===== src/rtl/rv_ctrl_pkg.sv =====
// Shared control constants for the multi-cycle RV32I core:
// opcodes, ALUOp codes and main FSM state encodings.
package rv_ctrl_pkg;

   localparam logic [6:0] OP_LW  = 7'b0000011;
   localparam logic [6:0] OP_SW  = 7'b0100011;
   localparam logic [6:0] OP_R   = 7'b0110011;
   localparam logic [6:0] OP_I   = 7'b0010011;
   localparam logic [6:0] OP_BEQ = 7'b1100011;
   localparam logic [6:0] OP_JAL = 7'b1101111;

   localparam logic [1:0] ALUOP_ADD   = 2'b00;
   localparam logic [1:0] ALUOP_SUB   = 2'b01;
   localparam logic [1:0] ALUOP_FUNCT = 2'b10;

   localparam logic [1:0] SRCA_PC    = 2'b00;
   localparam logic [1:0] SRCA_OLDPC = 2'b01;
   localparam logic [1:0] SRCA_RS1   = 2'b10;

   localparam logic [1:0] SRCB_RS2   = 2'b00;
   localparam logic [1:0] SRCB_IMM   = 2'b01;
   localparam logic [1:0] SRCB_FOUR  = 2'b10;

   localparam logic [1:0] RES_ALUOUT = 2'b00;
   localparam logic [1:0] RES_DATA   = 2'b01;
   localparam logic [1:0] RES_ALURES = 2'b10;

   typedef enum logic [3:0] {
      S_FETCH    = 4'd0,
      S_DECODE   = 4'd1,
      S_MEMADR   = 4'd2,
      S_MEMREAD  = 4'd3,
      S_MEMWB    = 4'd4,
      S_MEMWRITE = 4'd5,
      S_EXECR    = 4'd6,
      S_EXECI    = 4'd7,
      S_ALUWB    = 4'd8,
      S_BEQ      = 4'd9,
      S_JAL      = 4'd10
   } state_t;

endpackage


===== src/rtl/multicycle_main_fsm.sv =====
// Main control FSM of the multi-cycle RV32I core: sequences the shared
// ALU, memory and register file and drives ALUOp into the ALU decoder.
module multicycle_main_fsm
   import rv_ctrl_pkg::*;
#(
   parameter bit WAIT_EN  = 1'b1,
   parameter bit TRAP_ILL = 1'b1
) (
   input  logic       clk,
   input  logic       rst,
   input  logic [6:0] op,
   input  logic       zero,
   input  logic       mem_ready,
   output logic       pc_write,
   output logic       adr_src,
   output logic       mem_write,
   output logic       ir_write,
   output logic [1:0] result_src,
   output logic [1:0] alu_op,
   output logic [1:0] alu_src_a,
   output logic [1:0] alu_src_b,
   output logic       reg_write,
   output logic       illegal
);

   state_t state, state_next;
   logic   rdy;
   logic   pc_update;
   logic   branch;

   assign rdy = WAIT_EN ? mem_ready : 1'b1;

   always_ff @(posedge clk or posedge rst) begin
      if (rst) state <= S_FETCH;
      else     state <= state_next;
   end

   // Whole decode is gated by rst so no strobe can appear while held in reset.
   always_comb begin
      state_next = S_FETCH;
      adr_src    = 1'b0;
      mem_write  = 1'b0;
      ir_write   = 1'b0;
      result_src = RES_ALUOUT;
      alu_op     = ALUOP_ADD;
      alu_src_a  = SRCA_PC;
      alu_src_b  = SRCB_RS2;
      reg_write  = 1'b0;
      illegal    = 1'b0;
      pc_update  = 1'b0;
      branch     = 1'b0;
      if (!rst) begin
         case (state)
            S_FETCH: begin
               alu_src_b  = SRCB_FOUR;
               result_src = RES_ALURES;
               ir_write   = rdy;
               pc_update  = rdy;
               state_next = rdy ? S_DECODE : S_FETCH;
            end
            S_DECODE: begin
               alu_src_a = SRCA_OLDPC;
               alu_src_b = SRCB_IMM;
               case (op)
                  OP_LW, OP_SW: state_next = S_MEMADR;
                  OP_R:         state_next = S_EXECR;
                  OP_I:         state_next = S_EXECI;
                  OP_BEQ:       state_next = S_BEQ;
                  OP_JAL:       state_next = S_JAL;
                  default: begin
                     state_next = S_FETCH;
                     illegal    = TRAP_ILL;
                  end
               endcase
            end
            S_MEMADR: begin
               alu_src_a = SRCA_RS1;
               alu_src_b = SRCB_IMM;
               case (op)
                  OP_LW:   state_next = S_MEMREAD;
                  OP_SW:   state_next = S_MEMWRITE;
                  default: state_next = S_FETCH;
               endcase
            end
            S_MEMREAD: begin
               adr_src    = 1'b1;
               state_next = rdy ? S_MEMWB : S_MEMREAD;
            end
            S_MEMWB: begin
               result_src = RES_DATA;
               reg_write  = 1'b1;
            end
            S_MEMWRITE: begin
               adr_src    = 1'b1;
               mem_write  = 1'b1;
               state_next = rdy ? S_FETCH : S_MEMWRITE;
            end
            S_EXECR: begin
               alu_src_a  = SRCA_RS1;
               alu_op     = ALUOP_FUNCT;
               state_next = S_ALUWB;
            end
            S_EXECI: begin
               alu_src_a  = SRCA_RS1;
               alu_src_b  = SRCB_IMM;
               alu_op     = ALUOP_FUNCT;
               state_next = S_ALUWB;
            end
            S_ALUWB: reg_write = 1'b1;
            S_BEQ: begin
               alu_src_a = SRCA_RS1;
               alu_op    = ALUOP_SUB;
               branch    = 1'b1;
            end
            S_JAL: begin
               alu_src_a  = SRCA_OLDPC;
               alu_src_b  = SRCB_FOUR;
               pc_update  = 1'b1;
               state_next = S_ALUWB;
            end
            default: state_next = S_FETCH;
         endcase
      end
   end

   assign pc_write = pc_update | (branch & zero);

endmodule

===== config.mk =====
export PLATFORM = sky130hd
export DESIGN_NAME = multicycle_main_fsm
export DESIGN_NICKNAME = d
export VERILOG_FILES = /design/src/rtl/rv_ctrl_pkg.sv /design/src/rtl/multicycle_main_fsm.sv
export SDC_FILE = /design/constraint.sdc
export NUM_CORES = 1
export LEC_CHECK = 0
export BUFFER_PORTS_ARGS = -buffer_cell sky130_fd_sc_hd__buf_2
export CORE_AREA = 2 2 42 44
export DETAILED_ROUTE_END_ITERATION = 6
export DIE_AREA = 0 0 44 46
export GPL_ROUTABILITY_DRIVEN = 1
export HOLD_SLACK_MARGIN = 0.03
export PLACE_DENSITY = 0.65
export SKIP_LAST_GASP = 1
export SLEW_MARGIN = 20
export SYNTH_ARGS = -nofsm -noshare
export SYNTH_HDL_FRONTEND = slang
export SYNTH_SLANG_ARGS = --single-unit

===== constraint.sdc =====
create_clock -name clk -period 1.66 [get_ports clk]
set_input_delay 0.249 -clock clk [delete_from_list [all_inputs] [get_ports clk]]
set_output_delay 0.249 -clock clk [all_outputs]
set_load 0.01 [all_outputs]

==> impl_metrics.csv, run 1 <==
group,metric,value,unit
layout,largest_reg_flops,4,
global_route,busiest_layer,"met2",
critical_path,crit_slowest_cell,"or4b_1",
yosys,synth_top_area_frac,0.171,
cts,tritoncts,"done",
placed_design,gp_congestion,0.792,
die,initial_core_util,0.362,
cts,cts.clk_slew.worst_paths,40,ps
yosys,avgSynthCellArea,6.96,um2
yosys,ys_seq_area_frac,0.171,
power_and_ir_drop,p_leak,0.437,nW
timing,worstMarginPinSlew,273,ps
timing,drv_slew,0,
yosys,yosys.area.top_type,"dfrtp_1",
yosys,synth.net_count,95,
layout,layout-drive-gt1-share,0.471,
yosys,synth.distinct_cells,33,
timing,setup_slack,-99.2,ps
timing,post-route-min-period,1760,ps
global_route,use_met1,0.207,
placed_design,dp.cells,126,
global_route,met2_usage,0.353,
die,die_h,46,um
route,drtIter0Drc,14,
critical_path,start_kind,"register",
global_route,grt.total_usage,0.188,
critical_path,cp.arrival,1510,ps
outcome,violations,"negative setup slack",
yosys,netlist_area,584,um2
critical_path,critPathMaxStageDelay,530,ps
die,die_w,44,um
route,postRouteAntennaNets,0,
layout,antenna_cells,0,
global_route,antenna_found_initial,0,
timing,rsz0062_at_grt,"true",
timing,maxSlewHeadroom,0.817,
global_route,grtUsageMet3,0.0119,
cts,ctsLongestPathBuffers,2,
timing,fmax,568,MHz
critical_path,worstPathMaxFanout,7,
route,vias,761,
layout,fillCellCount,162,
timing,hold_viol_final,0,
die,die-area,0.00202,mm2
outcome,status,"finished with violations",
timing,fin_worst_skew,5.49,ps
placed_design,port_buffers,24,
cts,clock_latency,250,ps
cts,htree_levels,1,
die,boundaryPins,25,
min_path,hold_path.class,"in2reg",
global_route,grt_pass1_wl,2760,um
critical_path,crit_chain,"or4b_1 > a21oi_1 > buf_2",
global_route,grt_overflow,0,
placed_design,dp_slack,103,ps
power_and_ir_drop,ir_drop,0.220,mV
layout,final_cells,138,
cts,root_buffer,"clkbuf_4",
yosys,ys_top_cells_by_area,"dfrtp_1 17%, a21oi_1 6.0%, nand2_1 5.8%",
route,post_drt_wl_per_cell,12.5,um
route,via_per_inst,5.51,
yosys,ys_warn_count,0,
timing,final-setup-viol-count,3,
route,dr.pass1.iters,6,
cts,cts_buffers,3,
layout,nets,134,
placed_design,dp_hpwl,1230,um
die,num_rows,15,
critical_path,end_kind,"output pin",
route,drc_errors,0,
critical_path,cp.required,1410,ps
route,wirelength,1730,um
layout,largestRegisters,"state (4)",
cts,numClockSinks,4,
timing,finalCritPeriodShare,1.06,
yosys,syn_inst,84,
power_and_ir_drop,powerDensity,366,mW/mm2
yosys,ys_ff_latch,4,
critical_path,criticalPathCategory,"reg2out",
layout,syn2layout_area_growth,52.2,%
run,max_cap_violations,0,
die,core_area,0.00161,mm2
layout,top_register,"state",
global_route,grt_pass1_vias,650,
global_route,grt_max_degree,12,
## repair_timing
item | CTS | global route
pin swaps | 0 | 2
endpoints found under the hold margin | 4 | 0
gates cloned | 0 | 0
setup buffers | 6 | 2
resized for setup | 5 | 6
hold buffers | 1 | 0
setup endpoints to repair | 6 | 8
## Yosys cell counts
master and instances:
dfrtp_1 4, a32o_1 1, xnor2_1 1, nor3b_1 1
nor3_1 6, or4b_1 1, a211oi_1 1, inv_1 2
or4_4 1, or3_2 1, nand2b_1 1, o21ai_0 2
and3_1 5, xor2_1 2, nor2_1 8, a21oi_1 7
nor4b_1 3, nand2_1 9, o31a_1 2, nor4_2 1
and2_1 2, nor2b_1 5, a21o_1 1, nor4bb_1 1
nand3b_1 1, mux2_2 1, clkbuf_1 2, o21a_1 2
or3_1 1, nor4_1 2, or3b_2 1, a32oi_1 1
buf_2 5
## cell families (layout without fill, tap and decap cells)
logic type	after synthesis	in the layout	share of synthesized area
compound gates	17	17	0.191
xor+xnor	3	3	0.0450
buf+inv	9	46	0.0685
flops	4	4	0.171
mux	1	1	0.0193
simple gates	50	50	0.505
## cells in the final DEF (no fill, tap or decap), types with 2 or more instances in the layout
| cell | count |
|---|---|
| a21oi_1 | 7 |
| and2_1 | 2 |
| and3_1 | 5 |
| buf_2 | 24 |
| buf_4 | 15 |
| clkbuf_4 | 3 |
| dfrtp_2 | 3 |
| nand2_1 | 9 |
| nor2_1 | 6 |
| nor2_2 | 2 |
| nor2b_1 | 4 |
| nor3_1 | 6 |
| nor4_1 | 2 |
| nor4b_1 | 2 |
| o21a_1 | 2 |
| o21ai_0 | 2 |
| o31a_1 | 2 |
## through the flow
stage	hold WS [ps]	instance area, um2	setup TNS [ps]	utilization	power, W
after floorplan	234	591	0	-	0.000151
after detailed placement	251	759	0	0.471	0.000193
after global routing	485	890	-515	0.551	0.000341
after CTS	445	853	-150	0.529	0.000326
final	456	890	-106	0.551	0.000326
after global placement	245	759	0	0.471	0.000192
## cell type report
cell class              count  area [um2]  area share
clock buffers               3        22.5      0.0253
flip-flops and latches      4         104       0.117
well taps                  17        21.3      0.0239
multi-input cells          71         477       0.536
inverters                   2        7.51     0.00844
repair buffers             41         258       0.290
## path summary, 6_finish.rpt
kind                                         start                  to  slack, ps  cells past startpoint
worst max-delay path            state[2]$_DFF_PP0_        alu_src_a[1]       -100                      3
worst min-delay path                           rst  state[1]$_DFF_PP0_        460                      3
worst max register to register  state[1]$_DFF_PP0_  state[0]$_DFF_PP0_        150                      7
worst min register to register  state[2]$_DFF_PP0_  state[3]$_DFF_PP0_        800                      3
max in group asynchronous                      rst  state[1]$_DFF_PP0_        890                      3
min in group asynchronous                      rst  state[0]$_DFF_PP0_        570                      3
## metal layers
layer / wire (um) / vias to the layer above
li1: - / 382
met1: 721 / 344
met2: 879 / 30
met3: 86 / 5
met4: 41 / 0
met5: 0 / -
## critical path, delay by kind of cell, from the launching register on
family | cells | cell delay, ps
buffers and inverters | 1 | 140
AND/OR/NAND/NOR | 1 | 530
AO/OA/AOI/OAI | 1 | 150
flip-flops | 1 | 440
## where the power goes
part	internal [W]	switching, W
Clock	0.0000813	0.0000462
Sequential	0.0000996	0.00000229
Combinational	0.0000459	0.0000507
No activity file was read; power rests on OpenSTA's default activity.
==> inputs of run 2 (changes only) <==
--- a/config.mk
+++ b/config.mk
@@ -6,12 +6,12 @@
 export NUM_CORES = 1
 export LEC_CHECK = 0
 export BUFFER_PORTS_ARGS = -buffer_cell sky130_fd_sc_hd__buf_2
-export CORE_AREA = 2 2 42 44
+export CORE_AREA = 2 2 43 45
 export DETAILED_ROUTE_END_ITERATION = 6
-export DIE_AREA = 0 0 44 46
+export DIE_AREA = 0 0 45 47
 export GPL_ROUTABILITY_DRIVEN = 1
 export HOLD_SLACK_MARGIN = 0.03
-export PLACE_DENSITY = 0.65
+export REMOVE_ABC_BUFFERS = 1
 export SKIP_LAST_GASP = 1
 export SLEW_MARGIN = 20
 export SYNTH_ARGS = -nofsm -noshare
==> run 2 against run 1 <==
- the run still ends with negative setup slack left
- cell count fell by 2.2%
- highest routed layer unchanged
- core utilization fell by 2.8 points
- count of clock-buffer cells in the layout did not move
- sequential share of layout area rose by 0.34 points
- fmax rose by 1.9%
- worst hold slack improved by 33 ps
- routed wire length rose by 1.1%
- final area fell by 2.8%
- die area rose by 4.5%
- global-route usage rose by 0.40 points
- register-to-register slack got worse by 30 ps
- critical path depth did not move
==> impl_metrics.csv, run 2 (synthesis gave the netlist of run 1 again) <==
group,metric,value,unit
die,die-area,0.00212,mm2
global_route,grt_max_degree,10,
route,post_drt_wl_per_cell,12.9,um
placed_design,dp_slack,108,ps
die,num_rows,15,
min_path,hold_path.class,"in2reg",
critical_path,crit_buf_inv,1,
global_route,grtUsageMet3,0.0500,
timing,hold_viol_final,0,
global_route,met2_usage,0.329,
critical_path,crit_chain,"or4b_4 > a21oi_2 > buf_2",
placed_design,gp_congestion,0.835,
global_route,grt_pass1_vias,723,
die,boundaryPins,25,
route,wirelength,1750,um
timing,fmax,579,MHz
timing,rsz0062_at_grt,"true",
route,dr.pass1.iters,4,
cts,tritoncts,"done",
critical_path,crit_slowest_cell,"or4b_4",
critical_path,timing.rr.end,"state[0]$_DFF_PP0_",
layout,nets,131,
layout,fin_area,865,um2
layout,final_common_cell,"buf_2",
route,drc_errors,0,
outcome,status,"finished with violations",
min_path,worstHoldPathCells,3,
critical_path,r2r-start,"state[1]$_DFF_PP0_",
timing,finalCritPeriodShare,1.04,
timing,maxSlewHeadroom,0.791,
timing,final-setup-viol-count,5,
global_route,grt_pass1_wl,2890,um
cts,root_buffer,"clkbuf_4",
layout,top_register,"state",
layout,syn2layout_area_growth,48.0,%
route,drtIter0Drc,13,
power_and_ir_drop,p_leak,0.422,nW
die,initial_core_util,0.354,
layout,largest_reg_flops,4,
global_route,antenna_found_initial,0,
route,vias,757,
cts,clock_latency,240,ps
route,postRouteAntennaNets,0,
power_and_ir_drop,ir_drop,0.229,mV
min_path,min_to,"state[1]$_DFF_PP0_",
placed_design,port_buffers,24,
layout,fillCellCount,166,
critical_path,cp.arrival,1480,ps
critical_path,end_kind,"output pin",
cts,cts_buffers,3,
timing,fin_worst_skew,7.70,ps
placed_design,dp_hpwl,1310,um
global_route,busiest_layer,"met2",
timing,post-route-min-period,1730,ps
layout,largestRegisters,"state (4)",
global_route,grt_overflow,0,
layout,antenna_cells,0,
die,core_area,0.00165,mm2
critical_path,cp.required,1410,ps
critical_path,criticalPathCategory,"reg2out",
global_route,use_met1,0.207,
critical_path,worstPathMaxFanout,7,
cts,numClockSinks,4,
critical_path,critPathMaxStageDelay,550,ps
critical_path,ff2ff_setup_slack,120,ps
outcome,violations,"negative setup slack",
global_route,grt.total_usage,0.192,
die,die_w,45,um
min_path,hp-start,"op[5]",
critical_path,critPathTopFamily,"simple AND/OR/NAND/NOR gates",
cts,ctsLongestPathBuffers,2,
cts,cts.clk_slew.worst_paths,30,ps
placed_design,dpl-instance-area,776,um2
die,die_h,47,um
timing,setup_slack,-66.2,ps
layout,layout-drive-gt1-share,0.475,
cts,htree_levels,1,
critical_path,worstRegToRegCells,6,
critical_path,start_kind,"register",
timing,worstMarginPinSlew,311,ps
route,via_per_inst,5.61,
layout,mostFrequentLayoutCells,"24 x buf_2, 12 x buf_4, 9 x nand2_1",
run,max_cap_violations,0,
power_and_ir_drop,powerDensity,373,mW/mm2
timing,drv_slew,0,
## run 2: metrics by stage
step	TNS [ps]	hold WS [ps]	util	total power (W)	std cells
floorplan	-49.4	28.5	-	0.000146	77
global placement	0	248	0.470	0.000192	129
detailed placement	0	241	0.470	0.000193	129
CTS	-183	470	0.502	0.000322	133
global route	-605	490	0.523	0.000350	135
finish	-174	489	0.523	0.000323	135
## run 2: worst max path at each step
stage | startpoint | to | slack [ps] | cells past startpoint
after floorplan | state[2]$_DFF_PP0_ | ir_write | -50 | 3
after global placement | state[2]$_DFF_PP0_ | ir_write | 130 | 4
after detailed placement | state[3]$_DFF_PP0_ | ir_write | 110 | 4
after CTS | state[0]$_DFF_PP0_ | alu_src_a[1] | -50 | 4
after global routing | state[1]$_DFF_PP0_ | alu_src_a[1] | -120 | 3
final | state[1]$_DFF_PP0_ | alu_src_a[1] | -70 | 3
## run 2: area by class of cell
class | instances | area, um2 | share of cell area
Clock buffer | 3 | 22.5 | 0.0260
Multi-Input combinational cell | 71 | 478 | 0.553
Tap cell | 17 | 21.3 | 0.0246
Timing Repair Buffer | 38 | 231 | 0.268
Inverter | 2 | 7.51 | 0.00868
Sequential cell | 4 | 104 | 0.120
## run 2: layer usage
| metal | vias up | routed length [um] |
|---|---|---|
| li1 | 374 | - |
| met1 | 348 | 755 |
| met2 | 33 | 864 |
| met3 | 2 | 117 |
| met4 | 0 | 11 |
| met5 | - | 0 |
## run 2: power breakdown
| group | internal (W) | switching (W) | total, W |
|---|---|---|---|
| registers | 0.0000997 | 0.00000200 | 0.000102 |
| clock network | 0.0000811 | 0.0000439 | 0.000125 |
| logic | 0.0000441 | 0.0000520 | 0.0000961 |
## run 2: what timing repair did
action	in CTS	in global routing
pin swaps	0	1
gates resized for setup	6	7
endpoints found under the setup margin	9	10
setup buffers	0	2
hold buffers	1	0
hold endpoints to repair	4	0
gates cloned	0	0
## run 2: tightest hold or removal path, delay by kind of cell
family | cells | cell delay [ps]
AO/OA/AOI/OAI | 1 | 280
AND/OR/NAND/NOR | 1 | 50
buffers and inverters | 1 | 110
